==> src/rtl/i2s_tx_if.sv <==
// i2s_tx_if: sample input and I2S/status output bundle for i2s_tx
interface i2s_tx_if;
  logic        sample_ce;
  logic [15:0] audio_l;
  logic [15:0] audio_r;
  logic        i2s_sclk;
  logic        i2s_lrclk;
  logic        i2s_sdata;
  logic        overrun;
  logic        underrun;
  logic [2:0]  fifo_level;
  modport master (
    output sample_ce, audio_l, audio_r,
    input  i2s_sclk, i2s_lrclk, i2s_sdata, overrun, underrun, fifo_level
  );
  modport slave (
    input  sample_ce, audio_l, audio_r,
    output i2s_sclk, i2s_lrclk, i2s_sdata, overrun, underrun, fifo_level
  );
endinterface

==> src/rtl/i2s_tx.sv <==
// i2s_tx: 4-deep stereo FIFO feeding a 64-bit-frame I2S serializer; define I2S_TX_HOLD_EN to repeat the last frame on underrun
module i2s_tx #(
  parameter int CLK_RATE   = 24576000,
  parameter int AUDIO_RATE = 48000
) (
  input logic   clk,
  input logic   reset,
  i2s_tx_if.slave bus
);
  localparam int HALF_DIV = CLK_RATE / (AUDIO_RATE * 128);
  localparam int DW = HALF_DIV > 1 ? $clog2(HALF_DIV) : 1;
  logic [DW-1:0] div_q;
  logic          sclk_q, lrclk_q, sdata_q, ovr_q, und_q;
  logic [5:0]    p_q, p_d;
  logic [31:0]   mem_q [4];
  logic [1:0]    wp_q, rp_q;
  logic [2:0]    cnt_q;
  logic [31:0]   sh_q, fallback;
  logic          tick, fall, frame_start, pop, push, shift_bit;
`ifdef I2S_TX_HOLD_EN
  logic [31:0]   hold_q;
  assign fallback = hold_q;
`else
  assign fallback = '0;
`endif
  always_comb begin
    tick        = div_q == DW'(HALF_DIV - 1);
    fall        = tick & sclk_q;
    p_d         = p_q + 6'd1;
    frame_start = fall & (p_d == 6'd0);
    pop         = frame_start & (cnt_q != 3'd0);
    push        = ~reset & bus.sample_ce & ((cnt_q != 3'd4) | pop);
    // data occupies slot positions 1..16 of each 32-bit half
    shift_bit   = (p_d[4:0] != 5'd0) & (p_d[4:0] <= 5'd16);
  end
  always_ff @(posedge clk)
    if (push) mem_q[wp_q] <= {bus.audio_l, bus.audio_r};
  always_ff @(posedge clk) begin
    if (reset) begin
      div_q   <= '0;
      sclk_q  <= 1'b0;
      lrclk_q <= 1'b1;
      sdata_q <= 1'b0;
      ovr_q   <= 1'b0;
      und_q   <= 1'b0;
      p_q     <= 6'd63;
      wp_q    <= '0;
      rp_q    <= '0;
      cnt_q   <= '0;
      sh_q    <= '0;
`ifdef I2S_TX_HOLD_EN
      hold_q  <= '0;
`endif
    end else begin
      div_q <= tick ? '0 : div_q + DW'(1);
      if (tick) sclk_q <= ~sclk_q;
      ovr_q <= bus.sample_ce & ~push;
      und_q <= frame_start & (cnt_q == 3'd0);
      if (fall) begin
        p_q     <= p_d;
        lrclk_q <= p_d[5];
        sdata_q <= shift_bit & sh_q[31];
        if (frame_start) sh_q <= pop ? mem_q[rp_q] : fallback;
        else if (shift_bit) sh_q <= {sh_q[30:0], 1'b0};
      end
      if (pop) begin
        rp_q <= rp_q + 2'd1;
`ifdef I2S_TX_HOLD_EN
        hold_q <= mem_q[rp_q];
`endif
      end
      if (push) wp_q <= wp_q + 2'd1;
      cnt_q <= cnt_q + 3'(push) - 3'(pop);
    end
  end
  assign bus.i2s_sclk   = sclk_q;
  assign bus.i2s_lrclk  = lrclk_q;
  assign bus.i2s_sdata  = sdata_q;
  assign bus.overrun    = ovr_q;
  assign bus.underrun   = und_q;
  assign bus.fifo_level = cnt_q;
endmodule

==> src/flat_wrapper.sv <==
// flat-port wrapper written by rule: the top's interface ports become plain ports
module i2s_tx_flat 
#(
  parameter int CLK_RATE   = 24576000,
  parameter int AUDIO_RATE = 48000
)
  (clk, reset, bus_sample_ce, bus_audio_l, bus_audio_r, bus_i2s_sclk, bus_i2s_lrclk, bus_i2s_sdata, bus_overrun, bus_underrun, bus_fifo_level);
  i2s_tx_if bus_i ();
  input logic clk;
  input logic reset;
  input wire logic [$bits(bus_i.sample_ce)-1:0] bus_sample_ce;
  input wire logic [$bits(bus_i.audio_l)-1:0] bus_audio_l;
  input wire logic [$bits(bus_i.audio_r)-1:0] bus_audio_r;
  output wire logic [$bits(bus_i.i2s_sclk)-1:0] bus_i2s_sclk;
  output wire logic [$bits(bus_i.i2s_lrclk)-1:0] bus_i2s_lrclk;
  output wire logic [$bits(bus_i.i2s_sdata)-1:0] bus_i2s_sdata;
  output wire logic [$bits(bus_i.overrun)-1:0] bus_overrun;
  output wire logic [$bits(bus_i.underrun)-1:0] bus_underrun;
  output wire logic [$bits(bus_i.fifo_level)-1:0] bus_fifo_level;
  assign bus_i.sample_ce = bus_sample_ce;
  assign bus_i.audio_l = bus_audio_l;
  assign bus_i.audio_r = bus_audio_r;
  assign bus_i2s_sclk = bus_i.i2s_sclk;
  assign bus_i2s_lrclk = bus_i.i2s_lrclk;
  assign bus_i2s_sdata = bus_i.i2s_sdata;
  assign bus_overrun = bus_i.overrun;
  assign bus_underrun = bus_i.underrun;
  assign bus_fifo_level = bus_i.fifo_level;
  i2s_tx #(.CLK_RATE(CLK_RATE), .AUDIO_RATE(AUDIO_RATE)) u_core (.clk(clk), .reset(reset), .bus(bus_i));
endmodule
==> config.mk <==
export PLATFORM = sky130hd
export DESIGN_NAME = i2s_tx_flat
export DESIGN_NICKNAME = d
export VERILOG_FILES = /design/src/rtl/i2s_tx_if.sv /design/src/rtl/i2s_tx.sv /design/src/flat_wrapper.sv
export SDC_FILE = /design/constraint.sdc
export NUM_CORES = 1
export LEC_CHECK = 0
export BUFFER_PORTS_ARGS = -buffer_cell sky130_fd_sc_hd__buf_2
export CAP_MARGIN = 20
export CORE_MARGIN = 2
export CORE_UTILIZATION = 40
export CTS_CLUSTER_SIZE = 8
export DETAILED_ROUTE_END_ITERATION = 8
export PLACE_DENSITY = 0.65
export SLEW_MARGIN = 20
export SYNTH_ARGS = -nofsm -noshare
export SYNTH_HDL_FRONTEND = slang
export SYNTH_SLANG_ARGS = --single-unit
==> constraint.sdc <==
create_clock -name clk -period 4.6 [get_ports clk]
set_input_delay 0.92 -clock clk [delete_from_list [all_inputs] [get_ports clk]]
set_output_delay 0.92 -clock clk [all_outputs]
set_load 0.005 [all_outputs]
==> results of run 1 <==
-- cell families after synthesis --
group | count (synthesis) | share of synthesized area [%]
buffers and inverters | 51 | 3.51
AO/OA/AOI/OAI | 116 | 14.5
adder cells (fa/ha/maj) | 10 | 1.76
XOR/XNOR | 9 | 1.05
flip-flops | 181 | 65.2
multiplexers | 34 | 9.87
AND/OR/NAND/NOR | 55 | 4.06
-- critical path, delay by kind of cell (launching register included) --
| kind | cells | cell delay, ps |
|---|---|---|
| compound gates | 2 | 420 |
| fa+ha+maj | 1 | 280 |
| buf+inv | 2 | 680 |
| flops | 1 | 350 |
| simple gates | 3 | 780 |
-- power by group through the flow --
stage | registers [mW] | clock network (mW) | logic, mW
after floorplan | 1.84 | 0 | 0.0963
after global placement | 1.84 | 0 | 0.153
after detailed placement | 1.85 | 0 | 0.157
after CTS | 1.81 | 1.40 | 0.158
after global routing | 1.81 | 1.47 | 0.172
final | 1.81 | 1.37 | 0.155
-- registers in the layout, summed over array words and instances, names as in the netlist, named ones only --
signal and flops:
u_core.mem_q 128, u_core.wp_q 2, u_core.bus.i2s_sclk 1, u_core.rp_q 2
u_core.bus.i2s_sdata 1, u_core.bus.fifo_level 3, u_core.p_q 6, u_core.bus.underrun 1
u_core.bus.overrun 1, u_core.sh_q 32, u_core.div_q 2
-- per-layer routing --
metal | routed length, um | GRT usage (%) | vias to the layer above | part of all wire (%)
met5 | 0 | 0 | - | 0
met4 | 264 | 5.95 | 0 | 1.9
li1 | - | - | 1926 | -
met2 | 7210 | 24.6 | 77 | 51
met1 | 6360 | 19.5 | 2095 | 45
met3 | 408 | 3.80 | 22 | 2.9
-- synth_stat cells, types with 2 or more instances --
| cell type | number |
|---|---|
| edfxtp_1 | 128 |
| dfxtp_1 | 53 |
| a211oi_1 | 32 |
| mux4_2 | 32 |
| a32oi_1 | 30 |
| a211oi_2 | 29 |
| clkbuf_1 | 16 |
| nand2_1 | 14 |
| buf_2 | 13 |
| inv_1 | 11 |
| ha_1 | 9 |
| a21oi_1 | 7 |
| and2_1 | 7 |
| nor2_1 | 7 |
| xnor2_1 | 7 |
| buf_6 | 5 |
| nand3_1 | 4 |
| and3_1 | 3 |
| buf_4 | 3 |
| nor2b_1 | 3 |
| nor3b_1 | 3 |
| o21ai_0 | 3 |
| a21boi_0 | 2 |
| clkbuf_4 | 2 |
| nor3_1 | 2 |
| o32ai_2 | 2 |
| xor2_1 | 2 |
-- through the flow --
step | power [mW] | hold WS, ps | utilization [%] | cell area (sq um) | setup slack [ps]
after floorplan | 1.94 | 398 | - | 7520 | 1650
after global placement | 2.00 | 407 | 42.6 | 7920 | 1840
after detailed placement | 2.00 | 447 | 42.6 | 7920 | 1720
after CTS | 3.37 | 458 | 45.6 | 8480 | 1710
after global routing | 3.46 | 460 | 45.6 | 8480 | 1470
final | 3.34 | 450 | 45.6 | 8480 | 1720
-- layout make-up --
cell class	instances	area (sq um)
Fill cell	1550	10100
Multi-Input combinational cell	224	2360
Clock buffer	17	425
Timing Repair Buffer	56	315
Sequential cell	181	4910
Tap cell	234	293
Clock inverter	15	139
Inverter	11	41.3
-- path summary, 6_finish.rpt --
check	start	endpoint	cells past startpoint
worst min-delay path	u_core.div_q[0]	u_core.div_q[0]	1
worst min register to register	u_core.div_q[0]	u_core.div_q[0]	1
worst max-delay path	u_core.div_q[0]	u_core.mem_q[2][16]	8
worst max register to register	u_core.div_q[0]	u_core.mem_q[2][16]	8
==> impl_metrics.py, run 1 <==
metrics = {
    "cts": {
        "path_clk_slew_ps": 60,
        "clk_latency_ps": 420,
        "h-tree-depth": 4,
        "cts_tree": "yes",
        "numCtsBuffers": 17,
        "root_buffer": "clkbuf_16",
        "cts_sinks": 181,
        "cts_resized": 0,
        "clock_path_buffers": 2,
        "cts_setup_buffers": 0,
        "ctsHoldBuffers": 0,
    },
    "sta": {
        "hold_viol": 0,
        "worst_pin_slew_ps": 925,
        "slew_violations": 0,
        "skew_ps": 11.6,
        "period_share_pct": 62.5,
        "min_period_ps": 2880,
        "fmax_mhz": 348,
        "tns_ps": 0,
        "rsz0062_at_grt": "false",
        "finalSetupViolCount": 0,
        "relSlewSlack_pct": 37.8,
    },
    "global_route": {
        "grt_pass1_wl_um": 23100,
        "grtUsageTotal_pct": 15.1,
        "grt_antenna_before_repair": 0,
        "grt_pass1_vias": 4240,
        "grt_overflow": 0,
        "grt_max_degree": 44,
    },
    "power": {
        "power_frac_clock_pct": 41.1,
        "seqPwrFrac_pct": 54.3,
        "swShare_pct": 20.8,
        "p_int_mw": 2.64,
        "p_switching_mw": 0.694,
        "vdd_drop_max_uv": 328,
        "leakage_nw": 2.69,
        "powerDensity_nw_per_um2": 393,
        "p_comb_share_pct": 4.7,
    },
    "placed_design": {
        "dp.cells": 706,
        "io_buffers": 42,
        "gp_congestion": 0.762,
        "post-dp-hpwl_um": 8700,
    },
    "die": {
        "top_level_ports": 43,
        "die_w_um": 141,
        "rows": 50,
        "fp.dieH_um": 141,
        "die-area_sq_um": 19900,
        "initial_core_util_pct": 40.5,
        "core_sq_um": 18600,
    },
    "yosys": {
        "synthFlopType": "edfxtp_1",
        "synth_top_area_cell": "edfxtp_1",
        "seq_area_frac_synth_pct": 65.2,
        "postSynth.asyncResetShare_pct": 0,
        "ys_types": 54,
        "synth_area_leaders": "edfxtp_1 51%, dfxtp_1 14%, mux4_2 9.6%",
        "yosys_warnings": 0,
        "synth-edff-count": 128,
        "syn_area_sq_um": 7520,
        "syn_inst": 456,
        "syn_area_per_cell_sq_um": 16.5,
        "synth_top_area_share_pct": 51.1,
        "synth_fp_nets": 501,
        "ys_ff_latch": 181,
    },
    "final_layout": {
        "drive_gt1_share_pct": 30.8,
        "layout.nets": 536,
        "final_common_cell": "edfxtp_1",
        "final_cell_mix": "128 x edfxtp_1, 52 x dfxtp_1, 42 x buf_2",
        "n_antenna_cell": 0,
        "fin_cells": 738,
        "syn2layout_area_growth_pct": 12.8,
    },
    "critical_path": {
        "crit_arrival_ps": 2940,
        "critical-path-max-stage-delay_ps": 440,
        "critPathKind": "flip-flop to flip-flop",
        "worstPathRequired_ps": 4660,
        "cpMostUsedCell": "buf_4",
        "worstSetupStartpointType": "flip-flop",
        "cp_max_fo": 32,
        "crit_chain": "ha_1 > nand2_1 > nor4_1 > o211ai_2 > buf_4 > a21oi_1 > and2_1 > buf_4",
        "slowest_stage": "buf_4",
        "end_kind": "flip-flop",
        "regToRegSetupSlack_ps": 1720,
    },
    "detailed_routing": {
        "drtPass1Iterations": 6,
        "drt-total-wl_um": 14200,
        "drcViolationCount": 0,
        "routedWlPerCell_um": 19.3,
        "via_count": 4120,
        "via_per_inst": 5.58,
        "drt-initial-drc-count": 278,
        "antenna_left": 0,
    },
    "status": {
        "status": "completed",
    },
    "min_path": {
        "hold_class": "flip-flop to flip-flop",
    },
    "job": {
        "drv_cap": 0,
    },
}
Note: power is estimated with default switching activity, not from simulation.
==> inputs of run 2 (changes only) <==
==> constraint.sdc (replaced) <==
create_clock -name clk -period 2.8 [get_ports clk]
set_input_delay 0.56 -clock clk [delete_from_list [all_inputs] [get_ports clk]]
set_output_delay 0.56 -clock clk [all_outputs]
set_load 0.005 [all_outputs]
==> run 2 against run 1 <==
Compared with the run above: final area up 2.5%; final cell count up 2.2%; clock power up 72%; flip-flop and latch count unchanged; hold slack worse by 110 ps; sequential power up 64%; non-clock buffer count up 16; via count up 2.5%; count of clock-buffer cells in the layout unchanged.
==> impl_metrics.py, run 2 (same netlist as run 1, synthesis figures left out) <==
metrics = {
    "status": {
        "status": "completed",
    },
    "die": {
        "top_level_ports": 43,
        "die_w_um": 141,
        "fp.dieH_um": 141,
        "die-area_sq_um": 19900,
        "initial_core_util_pct": 40.5,
        "core_sq_um": 18600,
        "rows": 50,
    },
    "final_layout": {
        "drive_gt1_share_pct": 35.4,
        "nFillCells": 1559,
        "multi_input_area_sq_um": 2390,
        "regMostFlops": "u_core.mem_q",
        "finish.utilization_pct": 46.8,
        "final_common_cell": "edfxtp_1",
        "largest_register_ffs": 128,
        "seqCellArea_sq_um": 4910,
        "layout.nets": 552,
        "n_antenna_cell": 0,
        "final_cell_mix": "128 x edfxtp_1, 52 x dfxtp_1, 42 x buf_2",
        "syn2layout_area_growth_pct": 15.7,
        "reg_top3": "u_core.mem_q (128), u_core.sh_q (32), u_core.p_q (6)",
    },
    "detailed_routing": {
        "via_per_inst": 5.60,
        "routedWlPerCell_um": 19.7,
        "drt-initial-drc-count": 370,
        "drcViolationCount": 0,
        "via_count": 4223,
        "drt-total-wl_um": 14900,
        "antenna_left": 0,
        "drtPass1Iterations": 4,
    },
    "sta": {
        "skew_ps": 7.79,
        "slew_violations": 0,
        "period_share_pct": 93.6,
        "hold_viol": 0,
        "fmax_mhz": 382,
        "worst_pin_slew_ps": 681,
        "min_period_ps": 2620,
        "tns_ps": 0,
        "relSlewSlack_pct": 54.6,
        "holdWs_ps": 338,
        "rsz0062_at_grt": "false",
        "finalSetupViolCount": 0,
    },
    "placed_design": {
        "post-dp-hpwl_um": 9350,
        "io_buffers": 42,
        "gp_congestion": 0.796,
    },
    "job": {
        "drv_cap": 0,
    },
    "power": {
        "powerDensity_nw_per_um2": 645,
        "vdd_drop_max_uv": 561,
        "leakage_nw": 2.81,
        "p_switching_mw": 1.34,
        "swShare_pct": 23.9,
        "seqPwrFrac_pct": 53.0,
        "p_comb_share_pct": 5.0,
        "p_int_mw": 4.27,
        "power_frac_clock_pct": 42.0,
    },
    "critical_path": {
        "r2r_cells": 11,
        "slowest_stage": "fa_2",
        "worstSetupStartpointType": "flip-flop",
        "crit_arrival_ps": 2910,
        "critical-path-max-stage-delay_ps": 360,
        "worstPathRequired_ps": 3090,
        "end_kind": "flip-flop",
        "cpMostUsedCell": "ha_1",
        "critPathKind": "flip-flop to flip-flop",
        "crit_chain": "ha_1 > and3_4 > and4_1 > o211ai_2 > buf_6 > a21oi_1 > ha_1 > fa_2 > xnor2_2 > xnor2_1 > nor2_1",
        "cp_max_fo": 20,
    },
    "global_route": {
        "grt_pass1_wl_um": 23800,
        "grt_antenna_before_repair": 0,
        "grt_pass1_vias": 4316,
        "grt_overflow": 0,
        "grt_max_degree": 44,
        "grtUsageTotal_pct": 15.7,
    },
    "cts": {
        "h-tree-depth": 4,
        "cts_sinks": 181,
        "numCtsBuffers": 17,
        "cts_setup_buffers": 0,
        "ctsHoldBuffers": 0,
        "root_buffer": "clkbuf_16",
        "clk_latency_ps": 430,
        "cts_tree": "yes",
        "clock_path_buffers": 2,
        "path_clk_slew_ps": 70,
    },
    "min_path": {
        "hold_class": "primary input to flip-flop",
        "hold-path-cell-count": 1,
    },
}
## run 2: cell types whose count changed in the layout (fill, tap and decap cells not counted), sizes merged
cell,delta
buf,+16
bufinv,-2
inv,+7
clkinvlp,-3
clkinv,-2
## run 2: metrics by stage
stage          std cells  power (mW)  area (sq um)  setup WS (ps)
2_1_floorplan        456        3.19          7540          -6.70
3_3_place_gp         722        3.30          8080            219
3_5_place_dp         722        3.31          8080            170
4_1_cts              754        5.67          8680            150
5_1_grt              754        5.80          8690           20.8
6_report             754        5.61          8690            180
## run 2: path summary, 6_finish.rpt
path	startpoint	endpoint	slack (ps)
worst max-delay path	u_core.p_q[0]	u_core.bus.fifo_level[2]	180
worst min-delay path	bus_audio_l[10]	u_core.mem_q[1][26]	340
worst max register to register	u_core.p_q[0]	u_core.bus.fifo_level[2]	180
worst min register to register	u_core.sh_q[29]	u_core.sh_q[30]	470
## run 2: final cells by class
cell class	count	area share, %
flip-flops and latches	181	56.4
clock buffers	17	4.89
clock inverters	15	2.01
multi-input cells	224	27.5
well taps	234	3.37
inverters	11	0.475
repair buffers	72	5.34
## run 2: critical path: cells and delay by family (launching register included)
kind | cells | cell delay [ps]
and+or+nand+nor | 3 | 480
AOI/OAI and AO/OA | 2 | 310
adders and majority gates | 3 | 830
xor gates and xnor gates | 2 | 320
buffers and inverters | 1 | 230
DFF | 1 | 310
## run 2: what timing repair did
action                     in CTS  in global routing
resized for setup               0                  3
setup endpoints to repair       0                  1
hold endpoints to repair        0                  0
## run 2: metal layers
| metal | track usage (%) | wire length (um) |
|---|---|---|
| met5 | 0 | 0 |
| met1 | 20.0 | 6430 |
| met3 | 4.04 | 664 |
| met4 | 6.11 | 192 |
| met2 | 25.8 | 7570 |
## run 2: power by group through the flow
stage          combinational [mW]  sequential [mW]  clock [mW]
2_1_floorplan               0.161             3.03           0
3_3_place_gp                0.270             3.03           0
3_5_place_dp                0.279             3.03           0
4_1_cts                     0.281             2.97        2.42
5_1_grt                     0.308             2.98        2.51
6_report                    0.278             2.97        2.35
